--- config.mk ---
export PLATFORM = sky130hd
export DESIGN_NAME = cpu_sequencer_flat
export DESIGN_NICKNAME = d
export VERILOG_FILES = /design/src/rtl/cpu_pkg.sv /design/src/rtl/cpu_sequencer_if.sv /design/src/rtl/seq_watchdog.sv /design/src/rtl/cpu_sequencer.sv /design/src/flat_wrapper.sv
export SDC_FILE = /design/constraint.sdc
export NUM_CORES = 1
export LEC_CHECK = 0
export ABC_AREA = 1
export CAP_MARGIN = 25
export CELL_PAD_IN_SITES_DETAIL_PLACEMENT = 1
export CELL_PAD_IN_SITES_GLOBAL_PLACEMENT = 2
export CORE_ASPECT_RATIO = 1.4
export CORE_MARGIN = 4
export CORE_UTILIZATION = 25
export CTS_CLUSTER_DIAMETER = 150
export DETAILED_ROUTE_END_ITERATION = 10
export PLACE_DENSITY = 0.9
export SLEW_MARGIN = 10
export SYNTH_ARGS = -nofsm -noshare
export SYNTH_HDL_FRONTEND = slang
export SYNTH_HIERARCHICAL = 1
export SYNTH_SLANG_ARGS = --single-unit
--- constraint.sdc ---
create_clock -name clk -period 2.82 [get_ports clk]
set_input_delay 0.705 -clock clk [delete_from_list [all_inputs] [get_ports clk]]
set_output_delay 0.705 -clock clk [all_outputs]
set_load 0.05 [all_outputs]
--- src/rtl/cpu_pkg.sv ---
// rtl/cpu_pkg.sv - shared microcpu types: sequencer states, opcodes, ALU function codes
package cpu_pkg;

    // Encoding is visible on state_o, so values are fixed.
    typedef enum logic [2:0] {
        FETCH  = 3'd0,
        DECODE = 3'd1,
        EXEC   = 3'd2,
        MEM    = 3'd3,
        WB     = 3'd4,
        FAULT  = 3'd5
    } seq_state_t;

    // Primary opcode lives in ir[31:26]
    localparam logic [5:0] OP_NOP = 6'h00;
    localparam logic [5:0] OP_ALU = 6'h01;
    localparam logic [5:0] OP_LOD = 6'h02;
    localparam logic [5:0] OP_STR = 6'h03;
    localparam logic [5:0] OP_CMP = 6'h05;
    localparam logic [5:0] OP_JMP = 6'h06;

    // ALU function field, ir[5:0] for OP_ALU
    localparam logic [5:0] FUNC_ADD = 6'h00;
    localparam logic [5:0] FUNC_SUB = 6'h01;
    localparam logic [5:0] FUNC_AND = 6'h02;
    localparam logic [5:0] FUNC_OR  = 6'h03;
    localparam logic [5:0] FUNC_XOR = 6'h04;

    function automatic logic [5:0] opcode_of(input logic [31:0] instr);
        return instr[31:26];
    endfunction

endpackage

--- src/rtl/cpu_sequencer_if.sv ---
// rtl/cpu_sequencer_if.sv - shared memory port: req/ready handshake, address, write flag, read data
// master (sequencer): drives mem_req, mem_we, mem_addr; receives mem_ready, mem_rdata
// slave  (memory)   : the reverse
interface cpu_sequencer_if #(
    parameter int unsigned ADDR_W = 26
);
    logic              mem_req;
    logic              mem_we;
    logic [ADDR_W-1:0] mem_addr;
    logic              mem_ready;
    logic [31:0]       mem_rdata;

    modport master (
        output mem_req, mem_we, mem_addr,
        input  mem_ready, mem_rdata
    );

    modport slave (
        input  mem_req, mem_we, mem_addr,
        output mem_ready, mem_rdata
    );
endinterface

--- src/rtl/seq_watchdog.sv ---
// rtl/seq_watchdog.sv - memory wait-state counter with expiry flag (present only with SEQ_TIMEOUT_EN)
// Ports: clk, rst_n (async active-low), wait_i (request outstanding, not ready),
//        expired_o (this is the TIMEOUT_CYCLES-th consecutive wait cycle)
`ifdef SEQ_TIMEOUT_EN
module seq_watchdog #(
    parameter int unsigned TIMEOUT_CYCLES = 255
) (
    input  logic clk,
    input  logic rst_n,
    input  logic wait_i,
    output logic expired_o
);
    localparam int unsigned CNT_W = $clog2(TIMEOUT_CYCLES + 1);

    logic [CNT_W-1:0] cnt_q, cnt_d;

    // Flag on the last permitted wait cycle so the sequencer can drop
    // mem_req on the very next edge: request is high exactly TIMEOUT_CYCLES.
    assign expired_o = wait_i && (cnt_q == CNT_W'(TIMEOUT_CYCLES - 1));

    always_comb begin
        cnt_d = '0;
        if (wait_i) begin
            cnt_d = cnt_q + CNT_W'(1);
        end
    end

    always_ff @(posedge clk or negedge rst_n) begin
        if (!rst_n) begin
            cnt_q <= '0;
        end else begin
            cnt_q <= cnt_d;
        end
    end
endmodule
`endif

--- src/rtl/cpu_sequencer.sv ---
// rtl/cpu_sequencer.sv - FETCH/DECODE/EXEC/MEM/WB sequencer: owns PC and IR, drives the shared memory port
// Ports: clk, rst_n (async active-low); run; mem (cpu_sequencer_if.master);
//        cu_* decoded controls and data_addr in; pc, ir, reg_we, status_we, state_o, fault out.
// Option: SEQ_TIMEOUT_EN adds seq_watchdog and the sticky FAULT state; otherwise fault is tied 0.
module cpu_sequencer
    import cpu_pkg::*;
#(
    parameter int unsigned ADDR_W         = 26,
    parameter int unsigned RESET_PC       = 0,
    parameter int unsigned TIMEOUT_CYCLES = 255
) (
    input  logic                clk,
    input  logic                rst_n,
    input  logic                run,
    cpu_sequencer_if.master     mem,
    input  logic                cu_load_pc,
    input  logic [ADDR_W-1:0]   cu_pc_val,
    input  logic                cu_mem_rd,
    input  logic                cu_mem_wr,
    input  logic                cu_reg_we,
    input  logic                cu_alu_act,
    input  logic [31:0]         data_addr,
    output logic [ADDR_W-1:0]   pc,
    output logic [31:0]         ir,
    output logic                reg_we,
    output logic                status_we,
    output logic [2:0]          state_o,
    output logic                fault
);
    seq_state_t        state_q, state_d;
    logic [ADDR_W-1:0] pc_q, pc_d;
    logic [31:0]       ir_q, ir_d;
    logic              mem_req_q, mem_req_d;
    logic              mem_we_q, mem_we_d;
    logic [ADDR_W-1:0] mem_addr_q, mem_addr_d;
    logic              reg_we_q, reg_we_d;
    logic              status_we_q, status_we_d;
    logic              fault_q, fault_d;
    logic              wd_expired;

    // Upper address bits are beyond the memory map.
    logic unused_data_addr_hi;
    assign unused_data_addr_hi = ^data_addr[31:ADDR_W];

`ifdef SEQ_TIMEOUT_EN
    seq_watchdog #(
        .TIMEOUT_CYCLES (TIMEOUT_CYCLES)
    ) u_watchdog (
        .clk       (clk),
        .rst_n     (rst_n),
        .wait_i    (mem_req_q && !mem.mem_ready),
        .expired_o (wd_expired)
    );
`else
    localparam int unsigned UNUSED_TIMEOUT = TIMEOUT_CYCLES;
    assign wd_expired = 1'b0;
`endif

    always_comb begin
        state_d     = state_q;
        pc_d        = pc_q;
        ir_d        = ir_q;
        mem_req_d   = mem_req_q;
        mem_we_d    = mem_we_q;
        mem_addr_d  = mem_addr_q;
        reg_we_d    = 1'b0;
        status_we_d = 1'b0;
        fault_d     = fault_q;

        case (state_q)
            FETCH: begin
                if (!mem_req_q) begin
                    // run is only looked at here, before a request goes out;
                    // once issued, the fetch always completes.
                    if (run) begin
                        mem_req_d  = 1'b1;
                        mem_we_d   = 1'b0;
                        mem_addr_d = pc_q;
                    end
                end else if (mem.mem_ready) begin
                    ir_d      = mem.mem_rdata;
                    pc_d      = pc_q + ADDR_W'(1);
                    mem_req_d = 1'b0;
                    state_d   = DECODE;
                end
            end
            DECODE: begin
                // Decoder outputs are already valid from the new ir, so the
                // flag strobe is registered here to land during EXEC.
                status_we_d = cu_alu_act;
                state_d     = EXEC;
            end
            EXEC: begin
                if (cu_load_pc) begin
                    pc_d    = cu_pc_val;
                    state_d = FETCH;
                end else if (cu_mem_rd || cu_mem_wr) begin
                    mem_req_d  = 1'b1;
                    mem_we_d   = cu_mem_wr && !cu_mem_rd;
                    mem_addr_d = data_addr[ADDR_W-1:0];
                    state_d    = MEM;
                end else if (cu_reg_we) begin
                    reg_we_d = 1'b1;
                    state_d  = WB;
                end else begin
                    state_d = FETCH;
                end
            end
            MEM: begin
                // Register file captures mem_rdata itself on this ready cycle.
                if (mem.mem_ready) begin
                    mem_req_d = 1'b0;
                    mem_we_d  = 1'b0;
                    if (mem_we_q) begin
                        state_d = FETCH;
                    end else begin
                        reg_we_d = 1'b1;
                        state_d  = WB;
                    end
                end
            end
            WB: begin
                state_d = FETCH;
            end
`ifdef SEQ_TIMEOUT_EN
            FAULT: begin
                state_d   = FAULT;
                mem_req_d = 1'b0;
            end
`endif
            default: begin
                state_d = FETCH;
            end
        endcase

        // Expiry only fires while a request is stalled, so it never
        // collides with a completing transfer above.
        if (wd_expired) begin
            state_d   = FAULT;
            mem_req_d = 1'b0;
            mem_we_d  = 1'b0;
            fault_d   = 1'b1;
        end
    end

    always_ff @(posedge clk or negedge rst_n) begin
        if (!rst_n) begin
            state_q     <= FETCH;
            pc_q        <= ADDR_W'(RESET_PC);
            ir_q        <= '0;
            mem_req_q   <= 1'b0;
            mem_we_q    <= 1'b0;
            mem_addr_q  <= '0;
            reg_we_q    <= 1'b0;
            status_we_q <= 1'b0;
            fault_q     <= 1'b0;
        end else begin
            state_q     <= state_d;
            pc_q        <= pc_d;
            ir_q        <= ir_d;
            mem_req_q   <= mem_req_d;
            mem_we_q    <= mem_we_d;
            mem_addr_q  <= mem_addr_d;
            reg_we_q    <= reg_we_d;
            status_we_q <= status_we_d;
            fault_q     <= fault_d;
        end
    end

    assign mem.mem_req  = mem_req_q;
    assign mem.mem_we   = mem_we_q;
    assign mem.mem_addr = mem_addr_q;
    assign pc           = pc_q;
    assign ir           = ir_q;
    assign reg_we       = reg_we_q;
    assign status_we    = status_we_q;
    assign state_o      = state_q;
`ifdef SEQ_TIMEOUT_EN
    assign fault        = fault_q;
`else
    assign fault        = 1'b0;
`endif

endmodule

--- src/flat_wrapper.sv ---
// flat-port wrapper written by rule: the top's interface ports become plain ports
module cpu_sequencer_flat import cpu_pkg::*;
#(
    parameter int unsigned ADDR_W         = 26,
    parameter int unsigned RESET_PC       = 0,
    parameter int unsigned TIMEOUT_CYCLES = 255
)
  (clk, rst_n, run, cu_load_pc, cu_pc_val, cu_mem_rd, cu_mem_wr, cu_reg_we, cu_alu_act, data_addr, pc, ir, reg_we, status_we, state_o, fault, mem_mem_req, mem_mem_we, mem_mem_addr, mem_mem_ready, mem_mem_rdata);
  cpu_sequencer_if #(.ADDR_W(ADDR_W)) mem_i ();
  input  logic clk;
  input  logic rst_n;
  input  logic run;
  input  logic cu_load_pc;
  input  logic [ADDR_W-1:0] cu_pc_val;
  input  logic cu_mem_rd;
  input  logic cu_mem_wr;
  input  logic cu_reg_we;
  input  logic cu_alu_act;
  input  logic [31:0] data_addr;
  output logic [ADDR_W-1:0] pc;
  output logic [31:0] ir;
  output logic reg_we;
  output logic status_we;
  output logic [2:0] state_o;
  output logic fault;
  output wire logic [$bits(mem_i.mem_req)-1:0] mem_mem_req;
  output wire logic [$bits(mem_i.mem_we)-1:0] mem_mem_we;
  output wire logic [$bits(mem_i.mem_addr)-1:0] mem_mem_addr;
  input wire logic [$bits(mem_i.mem_ready)-1:0] mem_mem_ready;
  input wire logic [$bits(mem_i.mem_rdata)-1:0] mem_mem_rdata;
  assign mem_mem_req = mem_i.mem_req;
  assign mem_mem_we = mem_i.mem_we;
  assign mem_mem_addr = mem_i.mem_addr;
  assign mem_i.mem_ready = mem_mem_ready;
  assign mem_i.mem_rdata = mem_mem_rdata;
  cpu_sequencer #(.ADDR_W(ADDR_W), .RESET_PC(RESET_PC), .TIMEOUT_CYCLES(TIMEOUT_CYCLES)) u_core (.clk(clk), .rst_n(rst_n), .run(run), .mem(mem_i), .cu_load_pc(cu_load_pc), .cu_pc_val(cu_pc_val), .cu_mem_rd(cu_mem_rd), .cu_mem_wr(cu_mem_wr), .cu_reg_we(cu_reg_we), .cu_alu_act(cu_alu_act), .data_addr(data_addr), .pc(pc), .ir(ir), .reg_we(reg_we), .status_we(status_we), .state_o(state_o), .fault(fault));
endmodule
; ---- Word level (Yosys, flattened, before mapping)
; Cells that the tools add are included.
[classes]
n_mul = 0
shifts = 0
div_mod_pow = 0
magnitude_cmp = 0
n_eq_ne = 11
add_sub_neg = 1
n_bitwise = 0
n_reduce_logical = 12
n_mux = 36
[op_table]
columns = cell, count
row1 = 26-bit two-way mux, 7
row2 = 26-bit case mux with 2 select lines, 2
row3 = "26-bit by 1-bit adder with 26-bit output, second input constant", 1
row4 = 3-bit two-way mux, 7
row5 = 1-bit two-way mux, 16
row6 = "2-bit != test, second input constant", 6
row7 = 3-bit case mux with 4 select lines, 1
row8 = 4-bit AND reduction, 2
row9 = "3-bit by 2-bit equality test with 1-bit output, second input constant", 2
row10 = 1-bit case mux with 3 select lines, 2
row11 = 3-bit AND reduction, 2
row12 = 6-bit AND reduction, 1
row13 = 5-bit AND reduction, 1
row14 = "2-bit by 1-bit != test with 1-bit output, second input constant", 2
row15 = "3-bit by 1-bit equality test with 1-bit output, second input constant", 1
row16 = 3-bit zero test, 1
row17 = 3-bit nonzero test, 1
row18 = 1-bit case mux with 2 select lines, 1
row19 = 2-bit nonzero test, 1
row20 = 1-bit logical AND, 1
row21 = 1-bit zero test, 1
row22 = 1-bit logical OR, 1
[word_totals]
mem_bits_ro = 0
register_bits = 91
memories = 0
ramBits = 0
out_inout_bits = 92
latch_bits = 0
elab_cells = 68
inputBits = 99

; ---- Logic depth before layout (Yosys ltp)
[logic_depth]
depth_word = 5
ltp_mapped = 10
mapped_depth_nobuf = 10

; ---- Least setup slack after synthesis
; No wires, ideal clock.
[synth_timing]
path_type = register to register
from = register u_core.pc_q[1] (netlist: u_core/pc[1])
to = register u_core.pc_q[20] (netlist: u_core/pc[20])
arrival_time_ps = 1779
n_path_buf = 0
required_time_ps = 2707
period_less_slack_ps = 1892
setup_slack_ps = 928
setup_time_ps = 113
stages_incl_launch_ff = 11
cell_sequence = dfrtp_1 > ha_1 > nand2_1 > nor2_1 > nand2_1 > nor2_1 > nand2_1 > nand2_1 > nand3_1 > nand2_1 > inv_1
[synth_between]
elab_chain_cells = 4
[synth_lines]
columns = element, line
row1 = "start, declared", cpu_sequencer.sv:31  ; logic [ADDR_W-1:0] pc_q, pc_d;
row2 = "start signal, assigned", cpu_sequencer.sv:149  ; pc_q <= ADDR_W'(RESET_PC);
row3 = "start signal, assigned", cpu_sequencer.sv:159  ; pc_q <= pc_d;
row4 = 26-bit by 1-bit adder with 26-bit output, cpu_sequencer.sv:82  ; pc_d = pc_q + ADDR_W'(1);
row5 = 26-bit two-way mux, cpu_sequencer.sv:80  ; end else if (mem.mem_ready) begin
row6 = 26-bit two-way mux, cpu_sequencer.sv:72  ; if (!mem_req_q) begin
row7 = 26-bit case mux with 2 select lines, cpu_sequencer.sv:70  ; case (state_q)
; No other way between the ends. The select of a mux whose other input is x is not followed.
; A chain may end at the register's enable or synchronous reset.

; ---- Worst setup path after layout
[layout_timing]
from = register u_core.state_q[0] (netlist: u_core/state_o[0])
to = output port state_o[0]
[layout_rtl]
columns = element, line
row1 = "start, declared", cpu_sequencer.sv:30  ; seq_state_t state_q, state_d;
row2 = "start signal, assigned", cpu_sequencer.sv:158  ; state_q <= state_d;
row3 = "end, declared", flat_wrapper.sv:24  ; output logic [2:0] state_o;
; No word-level cell between the ends.

==> results.cfg <==
[outcome]
status = finished, final reports clean

[finish]
multi_input_area_sq_um = 2200
n_antenna_cell = 0
final_nets = 968
drive_above_1_share_pct = 5.61
fillers = 2392
area_growth_pct = 49.6
finalNonFillerCells = 1121
regArea_sq_um = 2280

[synthesis]
synth.cell_area_sq_um = 4890
ys_seq_area_share_pct = 46.6
yosys_warnings = 6
yosys_most_used_dff = dfrtp_1
synthArstFlopShare_pct = 100
synth_cells = 688
yosysTopAreaCellShare_pct = 46.6
syn-num-nets = 788
synth_cell_types = 31
synth_edf_count = 0
yosysTopAreaCell = dfrtp_1
syn_area_per_cell_sq_um = 7.11
synthTopCellsByCount = nand2_1 (263), dfrtp_1 (91), nor2_1 (81)
synth.area.top_cells = dfrtp_1 (47%), nand2_1 (20%), nor2_1 (6.2%), inv_1 (5.0%), nand3_1 (4.8%)
ys_ff_latch = 91
synth_most_common_cell = nand2_1

[power]
finalPower_mw = 10.1
power_density_nw_per_um2 = 1380
ir_drop_uv = 523
leakage_nw = 3.48

[route]
dr_total_vias = 4989
ant_nets = 0
wl_per_cell_microns = 15.5
drt_pass1_iterations = 4
via_per_inst = 4.45
routed_wl_mm = 17.4
drc = 0
dr.first_iter.drc_count = 208

[critical_path]
critPathBufInv = 1
critPathLaunchType = flip-flop
critPathMaxStageDelay_ns = 0.88
path_class = flip-flop to output port
cp.arrival_ns = 1.76
crit_family = buffers and inverters
cpMaxStageDelayCell = clkdlybuf4s50_1
end_kind = output port
crit_chain = clkdlybuf4s50_1
cp.required_ns = 2.12
path_max_fanout = 6

[placement]
portBuffers = 183
dp.cells = 1105
gp_congestion = 0.791
dp_hpwl_mm = 13.2

[cts]
postCtsHoldBufs = 0
post_cts_buffers = 0
clock-sinks = 91
clock_path_buffers = 2
cts_resized = 0
path_clk_slew_ns = 0.08
tritoncts = done
cts.htree.levels = 3
cts_buffers = 9
root_buffer = clkbuf_16
insertion_delay_ns = 0.36

[timing]
setup_viol = 0
whs_ns = 0.350
report.final.slew_viol_count = 0
max_freq_mhz = 406
period_share_pct = 87.3
worstMarginPinSlew_ns = 0.592
max_slew_margin_pct = 60.4
fin_skew_ns = 0.00870
grt_setup_unrepaired = false
finalHoldViolCount = 0
fin_crit_ns = 2.46
tns_ns = 0

[die]
core_area_sq_um = 19200
die_area_sq_um = 21900
io_pins = 191
rows = 60
chipHeight_microns = 173
die_x_microns = 126
initial_utilization_pct = 25.4

[global_route]
globalRoute.totalOverflow = 0
first_global_vias = 5313
track_usage_pct = 15.9
grt_start_max_net_pins = 42
grt_pass1_wl_mm = 28.1
antenna_found_initial = 0

[job]
max_cap_viol_count = 0

[hold_path]
hp-class = input port to async pin
-- routing by layer --
metal / GRT usage (%) / vias to the layer above / wire (microns) / part of all wire (%)
met2: 28.1 / 110 / 8960 / 51
met5: 0 / - / 0 / 0
met4: 4.70 / 0 / 367 / 2.1
met1: 18.9 / 2357 / 7130 / 41
li1: - / 2502 / - / -
met3: 4.13 / 20 / 947 / 5.4
-- cells in the final DEF, fill, tap and decap left out, types with 2 or more instances in the layout --
| cell | netlist | routed |
|---|---|---|
| dfrtp_1 | 91 | 91 |
| clkdlybuf4s50_1 | 0 | 182 |
| nor2_2 | 1 | 2 |
| nor2_4 | 3 | 3 |
| inv_1 | 65 | 65 |
| inv_6 | 0 | 4 |
| o21bai_1 | 2 | 2 |
| inv_8 | 0 | 2 |
| buf_12 | 0 | 3 |
| inv_2 | 3 | 3 |
| clkbuf_16 | 0 | 9 |
| o41ai_1 | 2 | 2 |
| o22ai_1 | 2 | 2 |
| nand4_1 | 5 | 5 |
| nand3_1 | 47 | 47 |
| a21boi_0 | 5 | 5 |
| o21ai_1 | 10 | 10 |
| a21oi_1 | 14 | 14 |
| or2_2 | 5 | 5 |
| nand2_1 | 263 | 263 |
| nor2_1 | 81 | 80 |
| a31oi_1 | 3 | 3 |
| o21a_1 | 12 | 12 |
| o21ai_0 | 31 | 31 |
| buf_4 | 2 | 12 |
| nand2_2 | 4 | 4 |
| or2_0 | 5 | 5 |
-- stage by stage --
step | worst slack, ns | cell area (sq um) | util (%)
floorplan | 0.928 | 4890 | -
global route | 0.278 | 7310 | 38.1
finish | 0.357 | 7310 | 38.1
detailed placement | 0.340 | 7010 | 36.5
global placement | 0.424 | 7010 | 36.5
CTS | 0.324 | 7310 | 38.1
-- where the power goes --
group	total (mW)	switching [mW]	internal, mW
clock	1.26	0.626	0.633
combinational	6.37	4.29	2.08
sequential	2.43	0.509	1.92
-- sequential cells by signal (all words and copies together) (netlist names) --
signal               flops
u_core/mem.mem_we        1
u_core/mem.mem_addr     26
u_core/ir               32
u_core/status_we         1
u_core/state_o           3
u_core/reg_we            1
u_core/pc               26
u_core/mem.mem_req       1
-- layout make-up --
class / count / share of cell area [%]
Clock buffer: 9 / 3.08
Clock inverter: 7 / 1.01
Inverter: 69 / 3.54
Multi-Input combinational cell: 500 / 30.0
Sequential cell: 91 / 31.1
Tap cell: 248 / 4.24
Timing Repair Buffer: 197 / 27.0
-- cell families after synthesis --
| logic type | count (synthesis) | share of synthesized area (%) |
|---|---|---|
| other | 1 | 0.0767 |
| AO/OA/AOI/OAI | 82 | 9.70 |
| flip-flops | 91 | 46.6 |
| adder cells (fa/ha/maj) | 1 | 0.256 |
| buffers and inverters | 97 | 8.57 |
| AND/OR/NAND/NOR | 416 | 34.8 |
-- path summary, 6_finish.rpt --
kind | startpoint | endpoint | slack (ns) | depth (start not counted)
min reg2reg | u_core/ir[2] | u_core/ir[2] | 0.47 | 2
max in group asynchronous | rst_n | u_core/ir[0] | 1.79 | 2
max | u_core/state_o[0] | state_o[0] | 0.36 | 1
min | rst_n | u_core/mem.mem_addr[17] | 0.35 | 1
min in group clk | u_core/ir[2] | u_core/ir[2] | 0.47 | 2
max reg2reg | u_core/state_o[0] | u_core/mem.mem_addr[5] | 0.76 | 8
No activity file was read; power rests on OpenSTA's default activity.
